==> src/rtl/exp_calc_scheduler.sv <==
// Round-robin scheduler sharing one expression evaluator between NUM_REQ requesters.
// Accepts one job at a time, launches the evaluator, guards against hangs and returns the tagged result.
module exp_calc_scheduler #(
  parameter int unsigned NUM_REQ = 2,
  parameter int unsigned EXPR_W  = 400,
  parameter int unsigned RES_W   = 50,
  parameter int unsigned TIMEOUT = 1023
) (
  input  logic                        clk,
  input  logic                        rst,
  input  logic [NUM_REQ-1:0]          req_valid,
  input  logic [NUM_REQ*EXPR_W-1:0]   req_expr,
  output logic [NUM_REQ-1:0]          req_ready,
  output logic                        eval_start,
  output logic [EXPR_W-1:0]           eval_expr,
  input  logic                        eval_done,
  input  logic [RES_W-1:0]            eval_result,
  input  logic                        eval_error,
  output logic [NUM_REQ-1:0]          rsp_valid,
  output logic [RES_W-1:0]            rsp_result,
  output logic                        rsp_error,
  output logic                        rsp_timeout,
  input  logic [NUM_REQ-1:0]          rsp_ready,
  output logic                        busy
);

  localparam int unsigned IDX_W = (NUM_REQ > 1) ? $clog2(NUM_REQ) : 1;
  localparam int unsigned CNT_W = $clog2(TIMEOUT + 1);

  typedef enum logic [1:0] {
    S_IDLE  = 2'd0,
    S_ISSUE = 2'd1,
    S_WAIT  = 2'd2,
    S_RESP  = 2'd3
  } state_e;

  state_e               state_q;
  logic [IDX_W-1:0]     rr_ptr_q;
  logic [IDX_W-1:0]     grant_q;
  logic [CNT_W-1:0]     cnt_q;
  logic [NUM_REQ-1:0]   req_ready_q;
  logic                 eval_start_q;
  logic [EXPR_W-1:0]    eval_expr_q;
  logic [NUM_REQ-1:0]   rsp_valid_q;
  logic [RES_W-1:0]     rsp_result_q;
  logic                 rsp_error_q;
  logic                 rsp_timeout_q;
  logic                 busy_q;

  logic                 any_valid_c;
  logic [IDX_W-1:0]     grant_d;
  logic [IDX_W:0]       sum_c;
  logic [IDX_W-1:0]     idx_c;
  logic [IDX_W-1:0]     rr_ptr_d;

  // First pending requester at or after rr_ptr, wrapping modulo NUM_REQ.
  always_comb begin
    any_valid_c = 1'b0;
    grant_d     = '0;
    sum_c       = '0;
    idx_c       = '0;
    for (int unsigned k = 0; k < NUM_REQ; k++) begin
      sum_c = {1'b0, rr_ptr_q} + (IDX_W+1)'(k);
      if (sum_c >= (IDX_W+1)'(NUM_REQ)) begin
        sum_c = sum_c - (IDX_W+1)'(NUM_REQ);
      end
      idx_c = IDX_W'(sum_c);
      if (!any_valid_c && req_valid[idx_c]) begin
        any_valid_c = 1'b1;
        grant_d     = idx_c;
      end
    end
  end

  assign rr_ptr_d = (grant_q == IDX_W'(NUM_REQ - 1)) ? '0 : grant_q + 1'b1;

  // Sequencing FSM; every output is a register updated here.
  always_ff @(posedge clk) begin
    if (rst) begin
      state_q       <= S_IDLE;
      rr_ptr_q      <= '0;
      grant_q       <= '0;
      cnt_q         <= '0;
      req_ready_q   <= '0;
      eval_start_q  <= 1'b0;
      eval_expr_q   <= '0;
      rsp_valid_q   <= '0;
      rsp_result_q  <= '0;
      rsp_error_q   <= 1'b0;
      rsp_timeout_q <= 1'b0;
      busy_q        <= 1'b0;
    end else begin
      req_ready_q  <= '0;
      eval_start_q <= 1'b0;
      case (state_q)
        S_IDLE: begin
          if (any_valid_c) begin
            grant_q      <= grant_d;
            eval_expr_q  <= req_expr[32'(grant_d) * EXPR_W +: EXPR_W];
            req_ready_q  <= NUM_REQ'(1) << grant_d;
            eval_start_q <= 1'b1;
            busy_q       <= 1'b1;
            state_q      <= S_ISSUE;
          end
        end
        S_ISSUE: begin
          cnt_q   <= '0;
          state_q <= S_WAIT;
        end
        S_WAIT: begin
          // A completion landing on the timeout cycle still wins.
          if (eval_done) begin
            rsp_result_q  <= eval_result;
            rsp_error_q   <= eval_error;
            rsp_timeout_q <= 1'b0;
            rsp_valid_q   <= NUM_REQ'(1) << grant_q;
            state_q       <= S_RESP;
          end else if (cnt_q == CNT_W'(TIMEOUT - 1)) begin
            rsp_result_q  <= '0;
            rsp_error_q   <= 1'b1;
            rsp_timeout_q <= 1'b1;
            rsp_valid_q   <= NUM_REQ'(1) << grant_q;
            state_q       <= S_RESP;
          end else begin
            cnt_q <= cnt_q + 1'b1;
          end
        end
        S_RESP: begin
          if (rsp_ready[grant_q]) begin
            rsp_valid_q <= '0;
            rr_ptr_q    <= rr_ptr_d;
            busy_q      <= 1'b0;
            state_q     <= S_IDLE;
          end
        end
        default: begin
          state_q <= S_IDLE;
          busy_q  <= 1'b0;
        end
      endcase
    end
  end

  assign req_ready   = req_ready_q;
  assign eval_start  = eval_start_q;
  assign eval_expr   = eval_expr_q;
  assign rsp_valid   = rsp_valid_q;
  assign rsp_result  = rsp_result_q;
  assign rsp_error   = rsp_error_q;
  assign rsp_timeout = rsp_timeout_q;
  assign busy        = busy_q;

endmodule

==> config.mk <==
export PLATFORM = sky130hd
export DESIGN_NAME = exp_calc_scheduler
export DESIGN_NICKNAME = d
export VERILOG_FILES = /design/src/rtl/exp_calc_scheduler.sv
export SDC_FILE = /design/constraint.sdc
export NUM_CORES = 1
export LEC_CHECK = 0
export ABC_AREA = 1
export BUFFER_PORTS_ARGS = -buffer_cell sky130_fd_sc_hd__clkbuf_2
export CAP_MARGIN = 15
export CORE_AREA = 3 3 510 512
export CTS_CLUSTER_SIZE = 8
export DETAILED_ROUTE_END_ITERATION = 8
export DIE_AREA = 0 0 513 515
export GPL_TIMING_DRIVEN = 0
export PLACE_DENSITY = 0.32
export SLEW_MARGIN = 10
export SYNTH_ARGS = -nofsm -noshare
export SYNTH_HDL_FRONTEND = slang
export SYNTH_SLANG_ARGS = --single-unit
==> constraint.sdc <==
create_clock -name clk -period 1.55 [get_ports clk]
set_input_delay 0.0775 -clock clk [delete_from_list [all_inputs] [get_ports clk]]
set_output_delay 0.0775 -clock clk [all_outputs]
set_load 0.03 [all_outputs]
==> results of run 1 <==
cell usage in the layout (no fill, tap or decap), drive strengths merged:
master	netlist	final
a21oi	69	69
buf	177	260
bufbuf	0	3
bufinv	0	3
clkbuf	62	1511
clkinv	1	8
clkinvlp	0	2
dfxtp	472	472
diode	0	52
dlygate4sd3	0	857
ha	7	7
inv	424	424
nand2	959	960
nand3	418	418
nand3b	2	2
nand4	2	2
nor2	19	19
nor3	4	4
nor3b	1	1
o211ai	400	400
o21ai	3	3
o21bai	1	1
synthesized netlist by cell type, drive strengths merged:
cell	instances	area share [%]
a21oi	69	1.6
buf	177	4.2
clkbuf	62	1.1
clkinv	1	0.017
dfxtp	472	44
ha	7	0.41
inv	424	7.4
nand2	959	17
nand3	418	9.8
nand3b	2	0.070
nand4	2	0.058
nor2	19	0.38
nor3	4	0.093
nor3b	1	0.035
o211ai	400	14
o21ai	3	0.070
o21bai	1	0.035
state kept, by name, indices dropped and copies added, names as in the netlist:
signal / count
state_q: 2
rr_ptr_q: 1
rsp_valid: 2
req_ready: 2
rsp_result: 50
eval_start: 1
eval_expr: 400
busy: 1
rsp_error: 1
rsp_timeout: 1
cnt_q: 10
grant_q: 1
metal layers:
| layer | track usage, % | wire length, µm | vias to the layer above | share of wire [%] |
|---|---|---|---|---|
| met4 | 5.56 | 8390 | 80 | 3.6 |
| met5 | 0 | 475 | - | 0.20 |
| li1 | - | - | 14700 | - |
| met1 | 20.5 | 97900 | 15300 | 41 |
| met2 | 28.4 | 111000 | 1528 | 47 |
| met3 | 4.68 | 18600 | 367 | 7.9 |
cells by family after synthesis:
group / after synthesis / share of synthesized area (%)
AO/OA/AOI/OAI: 473 / 15.7
AND/OR/NAND/NOR: 1405 / 27.2
flip-flops: 472 / 44.0
adder cells (fa/ha/maj): 7 / 0.408
buffers and inverters: 664 / 12.7
tightest hold or removal path: stages:
cell and delay [ns]:
sky130_fd_sc_hd__clkbuf_2 0.15, sky130_fd_sc_hd__clkbuf_1 0.36, sky130_fd_sc_hd__a21oi_1 0.21
worst min path at each step:
| stage | from | end | slack [ns] | cells past startpoint |
|---|---|---|---|---|
| finish | rst | cnt_q[1] | 0.12 | 3 |
| global route | rst | cnt_q[9] | 0.11 | 3 |
| floorplan | eval_result[0] | rsp_result[0] | 0.23 | 2 |
| global placement | eval_result[0] | rsp_result[0] | 0.32 | 3 |
| detailed placement | eval_result[22] | rsp_result[22] | 0.32 | 3 |
| CTS | rst | cnt_q[1] | 0.007 | 3 |
where the power goes:
| group | switching, mW | internal, mW | total, mW |
|---|---|---|---|
| clock | 6.96 | 9.69 | 16.7 |
| sequential | 2.56 | 15.9 | 18.4 |
| combinational | 26.3 | 16.9 | 43.2 |
| total | 35.9 | 42.4 | 78.3 |
cell type report:
| cell class | count | area (µm²) |
|---|---|---|
| Inverter | 425 | 1640 |
| Timing Repair Buffer | 2306 | 17700 |
| Multi-Input combinational cell | 1886 | 11100 |
| Antenna cell | 52 | 130 |
| Fill cell | 29000 | 207000 |
| Buffer | 232 | 2510 |
| Tap cell | 3384 | 4230 |
| Clock inverter | 12 | 226 |
| Clock buffer | 93 | 2040 |
| Sequential cell | 472 | 9460 |
stage by stage:
stage / cells / power [mW] / instance area (µm²)
3_5_place_dp: 7721 / 48.2 / 32300
5_1_grt: 8828 / 81.8 / 49000
6_report: 8862 / 78.3 / 49100
2_1_floorplan: 3021 / 34.4 / 21500
4_1_cts: 8762 / 75.8 / 46500
3_3_place_gp: 7720 / 48.2 / 32300
what timing repair did:
| item | 4_1_cts | 5_1_grt |
|---|---|---|
| buffers inserted | 48 | 36 |
| gates cloned | 33 | 31 |
| endpoints found under the hold margin | 462 | 0 |
| pin swaps | 39 | 76 |
| setup endpoints to repair | 531 | 504 |
| gates resized for setup | 512 | 437 |
| hold buffers | 857 | 0 |
==> results.yml, run 1 <==
outcome:
  failed_checks: "setup timing"
  run_status: "complete, but fails checks"
synthesis:
  sequential_cell_area_fraction_in_the_yosys_report_pct: 44.0
  mappedNetlistNets: 3886
  ys.warnings.count: 0
  netlist_instances: 3021
  syn-cell-area_um2: 21500
  synth.distinct_cells: 25
  syn-mean-instance-area_um2: 7.11
  synth-seq-cells: 472
timing:
  worstMarginPinSlew_ns: 1.05
  timing.final.ws_setup_ns: -0.367
  fin_tns_setup_ns: -91.60
  finalWorstPathRequiredPeriod_ns: 1.92
  finalSetupViolCount: 451
  slew-limit-headroom_pct: 30.2
  setup_skew_after_layout_ns: 0.0414
  timing.final.crit_share_pct: 124
  highest_clock_rate_mhz: 522
  final-max-slew-violation-count: 0
  rsz0062_at_grt: "true"
  fin_hold_ws_ns: 0.124
  report.final.hold_viol_count: 0
setup_path:
  cp_slowest_cell: "sky130_fd_sc_hd__dfxtp_4"
  reg2regPathDepth: 12
  timing.rr.start: "state_q[0]"
  worst-endpoint-arrival_ns: 2.50
  crit_path_start: "state_q[0]"
  worstSetupPathDepth: 12
  worst-endpoint-required_ns: 2.13
  critical_path.n_buffers_inverters: 9
  crit_fanout: 10
  crit_path_frequent_cell: "sky130_fd_sc_hd__buf_12"
  critical_path.max_stage_delay_ns: 0.36
  ff2ff_setup_slack_ns: -0.37
  timing_worst_setup_path_type: "flip-flop to flip-flop"
  critical_path.endpoint_type: "flip-flop"
  crit_path_launch_type: "flip-flop"
  worstReg2RegEnd: "eval_expr[158]"
  crit_path_cell_trace: "inv_4, ha_4, inv_4, nor2_4, buf_12, buf_12, buf_12, buf_12, buf_12, buf_8, o211ai_1, inv_1"
  timing.critical_path.max_delay_family: "buffers and inverters"
  crit_end: "eval_expr[158]"
cells_and_area:
  area_delta_synth_final_pct: 128
  drive_above_1_share_pct: 41.1
  nNetsFinal: 6262
  final_core_util_pct: 19.1
place:
  finalWeightedCongestion: 0.963
  pre_cts_ws_ns: -1.83
  detailedPlacementHpwl_um: 196000
  portBuffers: 1315
flow_run:
  max_cap_violations: 0
pwr:
  peakVddDrop_mv: 0.762
  p_per_area_nw_per_um2: 1600
  cellLeakagePower_nw: 23.5
clocking:
  ctsLongestPathBuffers: 3
  tritoncts_buffers: 74
  tritoncts_clock_tree: "yes"
  clk_root_buffer_cell: "sky130_fd_sc_hd__clkbuf_16"
  worst_skew_pair_latency_ns: 0.71
  cts_max_level: 3
  count_of_clock_tree_sinks: 472
  cts.clk_slew.worst_paths_ns: 0.06
global_route:
  grt_overflow: 0
  grt_util_all_layers_pct: 16.8
  grt_max_degree: 12
  antenna_found_initial: 123
  global_route_wire_length_before_repair_um: 300000
  via_count_of_the_first_global_routing_pass: 32100
die:
  dieHeight_um: 515
  floorplan.rows: 186
  start_util_pct: 8.38
  ios: 1316
  coreArea_um2: 256000
  dieArea_um2: 264000
  chipWidth_um: 513
route:
  post-route-drc-count: 0
  wire_per_inst_um: 26.6
  antenna_violating_nets_post_route: 0
  drt-total-wl_um: 236000
  drt_first_pass_iters: 5
  num_vias: 32000
  drtIter0Drc: 2416
  via_per_inst: 3.61
worst_hold_path:
  hp-class: "input port to flip-flop"
Power figures use the tool's default switching activity.
==> run 2, diff against run 1 <==
--- a/config.mk
+++ b/config.mk
@@ -6,7 +6,7 @@
 export NUM_CORES = 1
 export LEC_CHECK = 0
 export ABC_AREA = 1
-export BUFFER_PORTS_ARGS = -buffer_cell sky130_fd_sc_hd__clkbuf_2
+export BUFFER_PORTS_ARGS = -buffer_cell sky130_fd_sc_hd__buf_2
 export CAP_MARGIN = 15
 export CORE_AREA = 3 3 510 512
 export CTS_CLUSTER_SIZE = 8
@@ -14,6 +14,7 @@
 export DIE_AREA = 0 0 513 515
 export GPL_TIMING_DRIVEN = 0
 export PLACE_DENSITY = 0.32
+export SETUP_SLACK_MARGIN = 0.05
 export SLEW_MARGIN = 10
 export SYNTH_ARGS = -nofsm -noshare
 export SYNTH_HDL_FRONTEND = slang
==> run 2 against run 1 <==
  * The flow still finishes with violations (setup timing)
  * Clock skew down 0.010 ns
  * Count of clock-buffer cells in the layout up 1
  * Die area unchanged
==> results.yml, run 2 (synthesis gave the netlist of run 1 again) <==
outcome:
  run_status: "complete, but fails checks"
  failed_checks: "setup timing"
clocking:
  tritoncts_clock_tree: "yes"
  clk_root_buffer_cell: "sky130_fd_sc_hd__clkbuf_16"
  cts.clk_slew.worst_paths_ns: 0.06
  tritoncts_buffers: 75
  ctsLongestPathBuffers: 3
  count_of_clock_tree_sinks: 472
  worst_skew_pair_latency_ns: 0.69
  cts_max_level: 3
cells_and_area:
  stdcell_area_um2: 48400
  drive_above_1_share_pct: 40.3
  largest_register_ffs: 400
  leading_cell_type_in_the_layout_fill_and_taps_excluded: "sky130_fd_sc_hd__buf_2"
  commonest_cells_after_routing_fill_and_taps_aside: "sky130_fd_sc_hd__buf_2, sky130_fd_sc_hd__dlygate4sd3_1, sky130_fd_sc_hd__nand2_1"
  area_delta_synth_final_pct: 125
  final_core_util_pct: 18.9
  nNetsFinal: 6243
  layout.cells.non_filler: 8830
timing:
  timing.final.crit_share_pct: 121
  finalSetupViolCount: 462
  slew-limit-headroom_pct: 41.8
  worstMarginPinSlew_ns: 0.873
  highest_clock_rate_mhz: 533
  final-max-slew-violation-count: 0
  rsz0062_at_grt: "true"
  report.final.hold_viol_count: 0
  finalWorstPathRequiredPeriod_ns: 1.88
  setup_skew_after_layout_ns: 0.0311
  timing.final.ws_setup_ns: -0.326
  fin_hold_ws_ns: 0.191
route:
  drt-total-wl_um: 235000
  drt_first_pass_iters: 5
  num_vias: 31600
  antenna_violating_nets_post_route: 0
  via_per_inst: 3.58
  post-route-drc-count: 0
  drtIter0Drc: 1766
  wire_per_inst_um: 26.6
setup_path:
  crit_path_cell_trace: "inv_2, ha_4, inv_2, nor2_4, buf_6, buf_16, buf_4, buf_12, clkbuf_16, nand3_1, o211ai_1, inv_1"
  ff2ff_setup_slack_ns: -0.33
  cp_slowest_cell: "sky130_fd_sc_hd__dfxtp_2"
  critical_path.max_stage_delay_ns: 0.33
  crit_path_frequent_cell: "sky130_fd_sc_hd__inv_2"
  critical_path.endpoint_type: "flip-flop"
  worst-endpoint-arrival_ns: 2.45
  worst-endpoint-required_ns: 2.12
  worstReg2RegEnd: "eval_expr[209]"
  crit_fanout: 9
  crit_path_start: "state_q[1]"
  timing.rr.start: "state_q[1]"
  timing_worst_setup_path_type: "flip-flop to flip-flop"
  crit_path_launch_type: "flip-flop"
  reg2regPathDepth: 12
worst_hold_path:
  hold_depth: 4
  timing.hold.worst_endpoint: "rsp_result[44]"
  holdCritStartpoint: "eval_result[44]"
  hp-class: "input port to flip-flop"
pwr:
  p_per_area_nw_per_um2: 1550
  cellLeakagePower_nw: 23.3
  peakVddDrop_mv: 0.670
  power.total_mw: 75.1
die:
  dieHeight_um: 515
  dieArea_um2: 264000
  start_util_pct: 8.38
  ios: 1316
  floorplan.rows: 186
  coreArea_um2: 256000
  chipWidth_um: 513
global_route:
  grt.busiest_layer: "met2"
  grt_use_met1_pct: 19.9
  grt_util_all_layers_pct: 16.6
  grt.met3_usage_pct: 4.43
  grt_max_degree: 11
  global_route_wire_length_before_repair_um: 295000
  grt_overflow: 0
  antenna_found_initial: 128
  gr-usage-met2_pct: 28.3
  via_count_of_the_first_global_routing_pass: 31700
place:
  post-place-cells: 7721
  place_area_um2: 32300
  detailedPlacementHpwl_um: 193000
  finalWeightedCongestion: 0.932
  portBuffers: 1315
flow_run:
  max_cap_violations: 0
## run 2: cell types whose count changed in the layout (fill, tap and decap cells not counted), sizes merged
cell         change
clkinvlp         +3
buf           +1301
bufbuf           -3
clkinv           -3
bufinv           -1
inv              +2
dlygate4sd3      -2
diode           -14
clkbuf        -1315
## run 2: how the worst max path moves through the flow
| stage | slack (ns) | end |
|---|---|---|
| after floorplan | 0.02 | eval_expr[13] |
| after global placement | -2.40 | eval_expr[170] |
| after detailed placement | -2.43 | eval_expr[170] |
| after CTS | -0.34 | eval_expr[183] |
| after global routing | -0.40 | eval_expr[168] |
| final | -0.33 | eval_expr[209] |
## run 2: power by group
part           switching, mW  internal (mW)
clock network           6.96           9.45
logic                   25.9           14.7
registers               2.29           15.9
## run 2: layer usage
layer,routed length [µm],vias up
met5,454,-
met4,9650,72
met3,17400,375
met2,111000,1512
met1,96400,15000
li1,-,14700
## run 2: repair_timing
item,in CTS,in global routing
gates resized for setup,507,408
pin swaps,10,56
setup buffers,30,27
hold buffers,855,0
endpoints found under the setup margin,564,516
cloned,10,45
endpoints found under the hold margin,460,0
## run 2: final cells by class
| class | count | area, µm² |
|---|---|---|
| fillers | 29200 | 208000 |
| repair buffers | 2279 | 17200 |
| multi-input cells | 1886 | 10900 |
| flip-flops and latches | 472 | 9460 |
| well taps | 3384 | 4230 |
| plain buffers | 239 | 2710 |
| clock buffers | 94 | 2030 |
| inverters | 425 | 1640 |
| clock inverters | 13 | 160 |
| diodes | 38 | 95.1 |
## run 2: through the flow
step	setup TNS (ns)	worst slack [ns]
6_report	-88.77	-0.326
5_1_grt	-118.12	-0.401
4_1_cts	-112.96	-0.341
3_5_place_dp	-702.63	-2.43
3_3_place_gp	-687.85	-2.40
2_1_floorplan	0	0.0210
## run 2: worst max-delay path, delay by kind of cell (launching register included)
kind                       cells  cell delay, ns
buffers and inverters          8            0.98
DFF                            1            0.33
and+or+nand+nor                2            0.15
adders and majority gates      1            0.14
AOI/OAI and AO/OA              1            0.09
